`config.mk`:
```
export PLATFORM = sky130hd
export DESIGN_NAME = cntr_hex_display
export DESIGN_NICKNAME = d
export VERILOG_FILES = /design/src/rtl/cntr_hex_display.sv
export SDC_FILE = /design/constraint.sdc
export NUM_CORES = 1
export LEC_CHECK = 0
export ABC_AREA = 1
export BUFFER_PORTS_ARGS = -buffer_cell sky130_fd_sc_hd__buf_4
export CAP_MARGIN = 40
export CORE_MARGIN = 5
export CORE_UTILIZATION = 35
export CTS_CLUSTER_SIZE = 28
export DETAILED_ROUTE_END_ITERATION = 12
export PLACE_DENSITY_LB_ADDON = 0.1
export SLEW_MARGIN = 20
export SYNTH_ARGS = -nofsm -noshare
export SYNTH_HDL_FRONTEND = slang
export SYNTH_SLANG_ARGS = --single-unit
```
`constraint.sdc`:
```
create_clock -name wb_clk_i -period 2.65 [get_ports wb_clk_i]
set_input_delay 0.53 -clock wb_clk_i [delete_from_list [all_inputs] [get_ports wb_clk_i]]
set_output_delay 0.53 -clock wb_clk_i [all_outputs]
set_load 0.01 [all_outputs]
```
`src/rtl/cntr_hex_display.sv`:
```
// Hex scan driver for the counter value.
// Snapshots the count once per frame and multiplexes it onto 7-seg pads.
module cntr_hex_display #(
  parameter int NUM_DIGITS = 5,
  parameter int SCAN_DIV   = 1000,
  parameter int BLANK_CYC  = 16,
  parameter int ACTIVE_LOW = 1
) (
  input  logic                    wb_clk_i,
  input  logic                    wb_rst_i,
  input  logic [4*NUM_DIGITS-1:0] cnt_i,
  input  logic                    blank_en_i,
  output logic [6:0]              seg_o,
  output logic [NUM_DIGITS-1:0]   dig_o,
  output logic                    frame_o,
  output logic [6+NUM_DIGITS:0]   oeb_o
);

  localparam int CW = 4 * NUM_DIGITS;
  localparam int PW = $clog2(SCAN_DIV);
  localparam int IW = (NUM_DIGITS > 1) ? $clog2(NUM_DIGITS) : 1;

  localparam logic [PW-1:0] P_LAST = PW'(SCAN_DIV - 1);
  localparam logic [PW-1:0] P_BLNK = PW'(BLANK_CYC);
  localparam logic [IW-1:0] I_LAST = IW'(NUM_DIGITS - 1);

  localparam logic [6:0] SEG_OFF =
    (ACTIVE_LOW != 0) ? 7'h7F : 7'h00;
  localparam logic [NUM_DIGITS-1:0] DIG_OFF =
    (ACTIVE_LOW != 0) ? '1 : '0;
  localparam logic [NUM_DIGITS-1:0] DIG_ONE =
    NUM_DIGITS'(1);

  logic [PW-1:0]         r_pre;
  logic [IW-1:0]         r_idx;
  logic [CW-1:0]         r_snap;

  logic                  w_tick;
  logic                  w_last;
  logic [CW-1:0]         w_upper;
  logic [3:0]            w_nib;
  logic                  w_lz;
  logic                  w_off;
  logic [6:0]            w_font;
  logic [6:0]            w_seg;
  logic [NUM_DIGITS-1:0] w_dig;

  assign w_tick  = (r_pre == P_LAST);
  assign w_last  = (r_idx == I_LAST);
  assign w_upper = r_snap >> {r_idx, 2'b00};
  assign w_nib   = w_upper[3:0];
  assign w_lz    = blank_en_i && (r_idx != '0)
                && (w_upper == '0);
  assign w_off   = (r_pre < P_BLNK) || w_lz;

  // Hex font lookup, segments ordered {g,f,e,d,c,b,a}
  always_comb begin
    w_font = 7'h00;
    case (w_nib)
      4'h0: w_font = 7'h3F;
      4'h1: w_font = 7'h06;
      4'h2: w_font = 7'h5B;
      4'h3: w_font = 7'h4F;
      4'h4: w_font = 7'h66;
      4'h5: w_font = 7'h6D;
      4'h6: w_font = 7'h7D;
      4'h7: w_font = 7'h07;
      4'h8: w_font = 7'h7F;
      4'h9: w_font = 7'h6F;
      4'hA: w_font = 7'h77;
      4'hB: w_font = 7'h7C;
      4'hC: w_font = 7'h39;
      4'hD: w_font = 7'h5E;
      4'hE: w_font = 7'h79;
      4'hF: w_font = 7'h71;
      default: w_font = 7'h00;
    endcase
  end

  // Active-high view of the current slot before polarity
  always_comb begin
    w_seg = 7'h00;
    w_dig = '0;
    if (!w_off) begin
      w_seg = w_font;
      w_dig = DIG_ONE << r_idx;
    end
  end

  // Scan state, frame snapshot and registered pad outputs
  always_ff @(posedge wb_clk_i) begin
    if (!wb_rst_i) begin
      r_pre   <= '0;
      r_idx   <= '0;
      r_snap  <= '0;
      frame_o <= 1'b0;
      seg_o   <= SEG_OFF;
      dig_o   <= DIG_OFF;
      oeb_o   <= '1;
    end else begin
      r_pre   <= w_tick ? '0 : r_pre + 1'b1;
      frame_o <= w_tick && w_last;
      if (w_tick)
        r_idx <= w_last ? '0 : r_idx + 1'b1;
      if (w_tick && w_last)
        r_snap <= cnt_i;
      seg_o   <= w_seg ^ SEG_OFF;
      dig_o   <= w_dig ^ DIG_OFF;
      oeb_o   <= '0;
    end
  end

endmodule

```
==> results.md, run 1 <==
- The floorplan has 31 rows.
- Tracing the worst setup path back leads to its startpoint at r_idx[1]$_SDFFE_PN0N_.
- Port buffering added 47 buffers.
- Sequential cells were found to cover 37.08% of the synthesized design area.
- Yosys mapped a number of flops with a built-in enable equal to 0.
- The clock skew is 0.009022 ns.
- Counting along the longest clock path gives a buffer depth of 2.
- The number of warnings issued by yosys is 0.
- Of all flip-flops after synthesis, the portion carrying an async set or reset was 0%.
- The most used cell along the critical path is sky130_fd_sc_hd__nand2_1.
- At the placement stage, the worst setup path has a slack of 0.5093 ns.
- For the pin with the worst max-slew slack, the measured transition is roughly 0.55 ns.
- The maximum clock rate is 0.4656 GHz.
- The flow ran to the end, and the final reports show no timing, DRC or antenna violations.
- The floorplan step defined a core boundary enclosing 7137 sq um.
- The critical path startpoint category is a register.
- The launching point of the worst reg2reg path is r_idx[1]$_SDFFE_PN0N_.
- The pin count of the biggest net entering global routing is 31.
- The area of the die is between 9000 and 10000 sq um.
- In this run the worst path has a maximum fanout of 12.
- Measured against its own limit, the worst slew margin works out to a little over three fifths.
- The post-synthesis register bit count is 47.
- Dividing the detail-routed wire length by the instance count gives 12.18 um.
- The power after layout is 1.232 mW.
- The overall routing resource usage is 13.96%.
- The netlist uses 36 different library cells.
- The slack of the critical path is 0.5021 ns.
- In the routed layout, each cell is associated on average with a via count of 4.652.
- The tree is rooted in a sky130_fd_sc_hd__clkbuf_8.
- Power spread over the standard cell area amounts to 422.5 nW/um^2.
- The peak supply drop is 0.0002014 V.
- Traced cell by cell, the critical path runs through inv_6 -> nand3_1 -> nand3_1 -> nand2_1 -> inv_1 -> ha_1 -> inv_1 -> nand4_1 -> nand2_1 -> nand2_1 -> nand2_1 -> nor2_1 -> nand3_1.
- The number of endpoints with negative hold slack in the final report came to 0.
- STA puts the critical path data arrival time at 2.32 ns.
- Once the floorplan was initialized, standard cells occupied 35.55% of the core.
- The routed design has 5808 um of wire.
- The area growth from synthesis to layout is 14.94%.
- The worst hold path belongs to the class in2reg.
- After clock tree synthesis, the repair step resized 0 gates.
- The number of global-route vias before repair is between 2000 and 2500.
- The leakage power is 1.360 nW.
- The vertical die dimension is 95.15 um.
- The number of remaining DRC errors is 0.
- Counting the buffers created by CTS gives 5.
- The most used standard cell by instance count after synthesis is sky130_fd_sc_hd__nand2_1.
- Max-cap violations in this run came to 0.
- The routed layout has roughly 2200 vias.
- The slowest stage of the critical path is the sky130_fd_sc_hd__dfxtp_1 cell.
- The wire length of the first global-routing pass is 10150 um.
- STA classifies the critical path endpoint as a register.
- The share of the cycle needed by the critical path after routing is 81.05%.
- The cell type with the highest aggregate area in the netlist is sky130_fd_sc_hd__dfxtp_1.
- The number of buffers added for setup after CTS is 0.
- The synthesized design devotes to its leading area cell type 37.08% of total area.
- The number of max-slew violations in the final report is 0.
- The critical path required time is 2.82 ns.
- The worst setup path is of the reg2reg kind.
- The total setup violations reported at the end of the flow is 0.
- After clock tree synthesis, the clock-pin slew on the worst setup and hold paths is 0.09 ns.
- The post-route setup TNS is 0 ns.
- Setup repair after global routing left no endpoint under its margin.
- For this run, the leading register cell type out of synthesis is sky130_fd_sc_hd__dfxtp_1.
- For this design, the CTS-stage hold fixing added 0 buffers.
- The count of buffer and inverter cells on the critical path is 3.
- The aggregate global routing overflow is 0.
- Measured along the x axis, the die boundary spans around 95 um.
- The number of antenna violations at the first check in global routing was 0.
- In the synthesized netlist, the number of instances is about 350.
- When the netlist entered floorplanning its net count stood at 383.
- The cell type group with the largest total delay on the critical path is simple AND/OR/NAND/NOR gates.
- The number of DRC violations after detailed-routing iteration 0 is 118.
- The critical hold path startpoint is cnt_i[19].
- The final layout contains 413 nets.
- Pin placement for this block handled 48 I/O pins.
- The weighted congestion reported at the end of routability-driven placement is 0.8682.
- The total standard cell area after synthesis is 2537 sq um.
- Once detail routing completed, the nets flagged for antenna violations numbered 0.
- The HPWL after detailed placement is between 4000 and 5000 um.
- The commonest cells after synthesis are 72 x sky130_fd_sc_hd__nand2_1, 60 x sky130_fd_sc_hd__nor2_1, 47 x sky130_fd_sc_hd__dfxtp_1.
- For this run, the detailed router's first-pass iteration total came to 4.
- For the finished layout, the period the worst path requires is 2.148 ns.
- The clock tree from TritonCTS is built.
- The H-tree depth reported by CTS is 2.
- At the later pin of the worst-skew pair, clock insertion delay measures 0.30 ns.
- The mean post-synth cell area is 7.291 sq um.
- The largest stage delay on the critical path is 0.68 ns.
- The clock net in this run drives a total of 47 sinks.
- The count of inserted antenna diode cells is 0.
- The fraction of layout instances using a drive strength above 1 is 20.11%.
- By area the synthesized netlist is led by sky130_fd_sc_hd__dfxtp_1 37%, sky130_fd_sc_hd__nand2_1 11%, sky130_fd_sc_hd__nor2_1 8.9%.
[layer usage]
| metal | track usage (%) | wire length [um] | up-vias |
|---|---|---|---|
| met5 | 0 | 0 | - |
| met3 | 3.394 | 211 | 5 |
| met2 | 21.57 | 2534 | 45 |
| li1 | - | - | 1173 |
| met1 | 19.72 | 3011 | 996 |
| met4 | 2.885 | 51 | 0 |
[placed cells by master, fill, tap and decap left out, drive strengths merged, types with 2 or more instances in the layout]
| cell type | instances |
|---|---|
| a211oi | 2 |
| nor3b | 2 |
| nand3b | 2 |
| and3 | 2 |
| buf | 48 |
| nand4 | 5 |
| clkbuf | 6 |
| nor2 | 62 |
| o21ai | 25 |
| nand2 | 75 |
| ha | 12 |
| or2 | 2 |
| a21oi | 13 |
| clkinv | 2 |
| inv | 23 |
| nor3 | 7 |
| dfxtp | 47 |
| nor4 | 2 |
| nand3 | 39 |
[state kept, by name, summed over array words and instances (netlist names)]
register  flops
r_snap       20
oeb_o         1
frame_o       1
dig_o         5
seg_o         7
r_idx         3
r_pre        10
[final cells by class]
class,count,area [sq um]
multi-input combinational,252,1303
clock inverter,1,8.758
inverter,24,97.59
fill,809,4220
clock buffer,6,82.58
timing repair buffer,48,360.3
sequential,47,940.9
tap,99,123.9
[report_power, final]
part           internal [mW]  total (mW)  switching [mW]
sequential             0.710       0.715         0.00448
combinational         0.0372      0.0667          0.0295
clock                  0.210       0.451           0.241
[stage by stage]
| stage | std cells | cell area, sq um | utilization, % | hold WS [ns] |
|---|---|---|---|---|
| finish | 477 | 2917 | 40.87 | 0.4249 |
| global route | 477 | 2917 | 40.87 | 0.4204 |
| CTS | 477 | 2917 | 40.87 | 0.4169 |
| detailed placement | 470 | 2825 | 39.59 | 0.4395 |
| global placement | 470 | 2825 | 39.59 | 0.4324 |
| floorplan | 348 | 2537 | - | 0.4176 |
[final timing paths]
check	slack, ns	cells past startpoint	to
max	0.50	13	seg_o[3]$_SDFF_PN1_
min	0.42	3	r_snap[19]$_SDFFE_PN0P_
max reg2reg	0.50	13	seg_o[3]$_SDFF_PN1_
min reg2reg	0.46	1	r_pre[0]$_SDFF_PP0_
[tightest hold or removal path, delay by kind of cell]
kind,cells,cell delay (ns)
buf+inv,1,0.07
simple gates,2,0.10
[logic make-up after synthesis]
family                     count (synthesis)  synth area share, %
buffers and inverters                     49                11.59
DFF                                       47                37.08
and+or+nand+nor                          198                36.64
xor gates and xnor gates                   1               0.3452
adders and majority gates                 12                5.917
AOI/OAI and AO/OA                         41                8.432
Power figures use the tool's default switching activity.
==> inputs of run 2 (changes only) <==
==> constraint.sdc (replaced) <==
create_clock -name wb_clk_i -period 2 [get_ports wb_clk_i]
set_input_delay 0.4 -clock wb_clk_i [delete_from_list [all_inputs] [get_ports wb_clk_i]]
set_output_delay 0.4 -clock wb_clk_i [all_outputs]
set_load 0.01 [all_outputs]
==> results.md, run 2 (synthesis results as in run 1) <==
- Setup repair after global routing left no endpoint under its margin.
- The worst hold path class is in2reg.
- The clock drives 47 sinks.
- The setup path with the least slack is of type reg2reg.
- The number of hold buffers added after CTS was 0.
- For the pin with the worst max-slew slack, the measured transition is 0.4563 ns.
- The HPWL after detailed placement is 4499 um.
- Static timing analysis puts the maximum clock frequency at 0.5360 GHz.
- The overall routing resource usage is 13.77%.
- The average wire length per cell after detail routing is 12.03 um.
- The clock skew is 0.003852 ns.
- The die boundary width is 95.15 um.
- The cell that appears most often on the critical path is sky130_fd_sc_hd__nand3_1.
- The met3 global-route usage is 2.526%.
- The register containing the most flip-flops in the final layout is r_snap.
- CTS placed an instance of sky130_fd_sc_hd__clkbuf_8 at the clock tree root.
- The routed layout has approximately 2300 vias.
- The insertion delay of the later-clocked pin in the worst-skew pair is approximately 0.30 ns.
- Counting tap cells, the placed design contains a total of 480 instances.
- The residual antenna-violating net count after detailed routing is 0.
- Entering global routing, the biggest net connects 30 pins.
- The global routing stage identified its most utilized layer as met2.
- The clock-pin slew on the worst setup and hold paths is 0.09 ns.
- The number of DRC violations after detailed-routing iteration 0 is 84.
- The worst setup path is captured at a register.
- The critical path required time is ~2.2 ns.
- Global routing used 21.11% of the available met2 tracks.
- The share of the cycle needed by the critical path after routing is between 90 and 100%.
- The count of port buffers added during placement is 47.
- The wire length of the first global-routing pass is a little under 10000 um.
- 0 antenna diodes ended up in the layout.
- The signal on the critical path passes through inv_4 -> nand2_1 -> nand3_1 -> nand3_1 -> nand2_1 -> inv_1 -> buf_4 -> ha_1 -> nand4_1 -> nand3_1 -> a21oi_1 -> nand3_1.
- The number of maximum-capacitance constraint violations is 0.
- The leading cell type in the layout, fill and taps excluded is sky130_fd_sc_hd__nand2_1.
- Once placement finished, the instance area stood at 2900 sq um.
- After floorplanning, the core was divided into 31 placement rows.
- The number of antenna violations at the first check in global routing is 0.
- The number of global-route vias before repair came to 2153.
- The number of endpoints with negative hold slack in the final report is 0.
- Dividing total power by cell area gives a power density of 575.3 nW/um^2.
- The clock period minus final worst setup slack is approximately 1.9 ns.
- The number of buffers inserted during clock tree synthesis is 5.
- The design draws 1.741 mW.
- Once the floorplan was initialized, standard cells occupied 35.55% of the core.
- The H-tree was split into 2 levels.
- In this run the standard cell core region covers 7137 sq um.
- The number of max-slew violations in the final report is 0.
- The filler cell count is 776.
- For the worst setup path, the data arrival time is 2.04 ns.
- The post-route setup TNS is 0 ns.
- Across all hold checks on the routed design, the worst slack comes to between 0.2 and 0.3 ns.
- 48 I/O pins were placed.
- The number of buffers on the longest clock path is 2.
- The number of remaining DRC errors is 0.
- The leakage power is 1.417 nW.
- The fraction of layout instances using a drive strength above 1 is around a quarter.
- The final layout contains ~420 nets.
- In the routed layout, each cell is associated on average with a via count of 4.697.
- The weighted congestion reported at the end of routability-driven placement is 0.8371.
- Along the worst path, the maximum fanout reaches 14.
- The final standard cell area without fillers is 3027 sq um.
- The register area is 947.2 sq um.
- The floorplan step defined a die boundary enclosing 9053 sq um.
- The slowest cell on the critical path is sky130_fd_sc_hd__dfxtp_4.
- The largest registers in the layout are r_snap: 20 flops, r_pre: 10 flops, seg_o: 7 flops.
- Summed over all layers, the global routing overflow is 0.
- The first detailed-routing pass took 4 iterations.
- Buffers added to address setup during post-CTS repair amount to 0.
- The clock tree from TritonCTS is built.
- The final layout contains routed wiring with a total length of 5869 um.
- Measured along the y axis, the die boundary spans approximately 95 um.
- The relative slew slack is 69.49%.
- Post-CTS repair changed the size of 0 cells.
- The relative area change from synthesis to final layout is 19.28%.
- The largest stage delay on the critical path is 0.38 ns.
- The register with the most flip-flops in the layout has 20 of them.
- In the final layout, the multi-input gates occupy ~1300 sq um.
- STA classifies the critical path startpoint as a register.
- Leaving out fill and tap cells, the most frequent cells in the layout are 71 x sky130_fd_sc_hd__nand2_1, 60 x sky130_fd_sc_hd__nor2_1, 58 x sky130_fd_sc_hd__buf_4, 44 x sky130_fd_sc_hd__dfxtp_1, 33 x sky130_fd_sc_hd__nand3_1.
- The finished layout holds 488 standard cells, fillers aside.
- Setup violations remaining at the end of the flow were counted as 0.
- The met1 demand-to-capacity share in global routing is 19.09%.
- The flow ran to the end, and the final reports show no timing, DRC or antenna violations.
- VDD sags by at most around 0.00027 V.
-- run 2: changes by cell type in the layout (fill, tap and decap cells not counted), sizes merged --
| cell | previous run | this run |
|---|---|---|
| buf | 48 | 58 |
| bufinv | 0 | 1 |
| clkbuf | 6 | 5 |
| clkinvlp | 0 | 1 |
-- run 2: metrics by stage --
step | util (%) | setup slack (ns)
3_5_place_dp | 40.64 | 0.008186
5_1_grt | 42.41 | 0.001761
2_1_floorplan | - | 0.2176
4_1_cts | 42.25 | 0.0005933
6_report | 42.41 | 0.1344
3_3_place_gp | 40.64 | 0.02827
-- run 2: metal layers --
metal	routed length [um]	up-vias
met5	0	-
met4	107	0
met3	252	9
met2	2527	62
met1	2982	1019
li1	-	1202
-- run 2: where the power goes --
| part | switching, mW | internal [mW] | leakage (nW) |
|---|---|---|---|
| clock network | 0.329 | 0.377 | 0.0548 |
| logic | 0.0390 | 0.0505 | 0.980 |
| registers | 0.00633 | 0.940 | 0.382 |
| total | 0.375 | 1.37 | 1.42 |
-- run 2: cell type report --
| class | count | area share (%) |
|---|---|---|
| multi-input cells | 252 | 43.12 |
| flip-flops and latches | 47 | 31.29 |
| inverters | 24 | 3.307 |
| clock buffers | 5 | 2.274 |
| well taps | 99 | 4.093 |
| clock inverters | 3 | 1.530 |
| repair buffers | 58 | 14.39 |
-- run 2: final timing paths --
check	startpoint	to	slack, ns	cells after the start
worst max-delay path	r_idx[0]$_SDFFE_PN0N_	seg_o[0]$_SDFF_PN1_	0.13	12
worst min-delay path	cnt_i[19]	r_snap[19]$_SDFFE_PN0P_	0.30	3
worst max register to register	r_idx[0]$_SDFFE_PN0N_	seg_o[0]$_SDFF_PN1_	0.13	12
worst min register to register	r_pre[0]$_SDFF_PP0_	r_pre[0]$_SDFF_PP0_	0.46	1
-- run 2: critical path, delay by kind of cell (launching register included) --
kind	cells	cell delay [ns]
buffers and inverters	3	0.34
adder cells (fa/ha/maj)	1	0.17
flip-flops	1	0.38
AO/OA/AOI/OAI	1	0.19
AND/OR/NAND/NOR	7	0.66
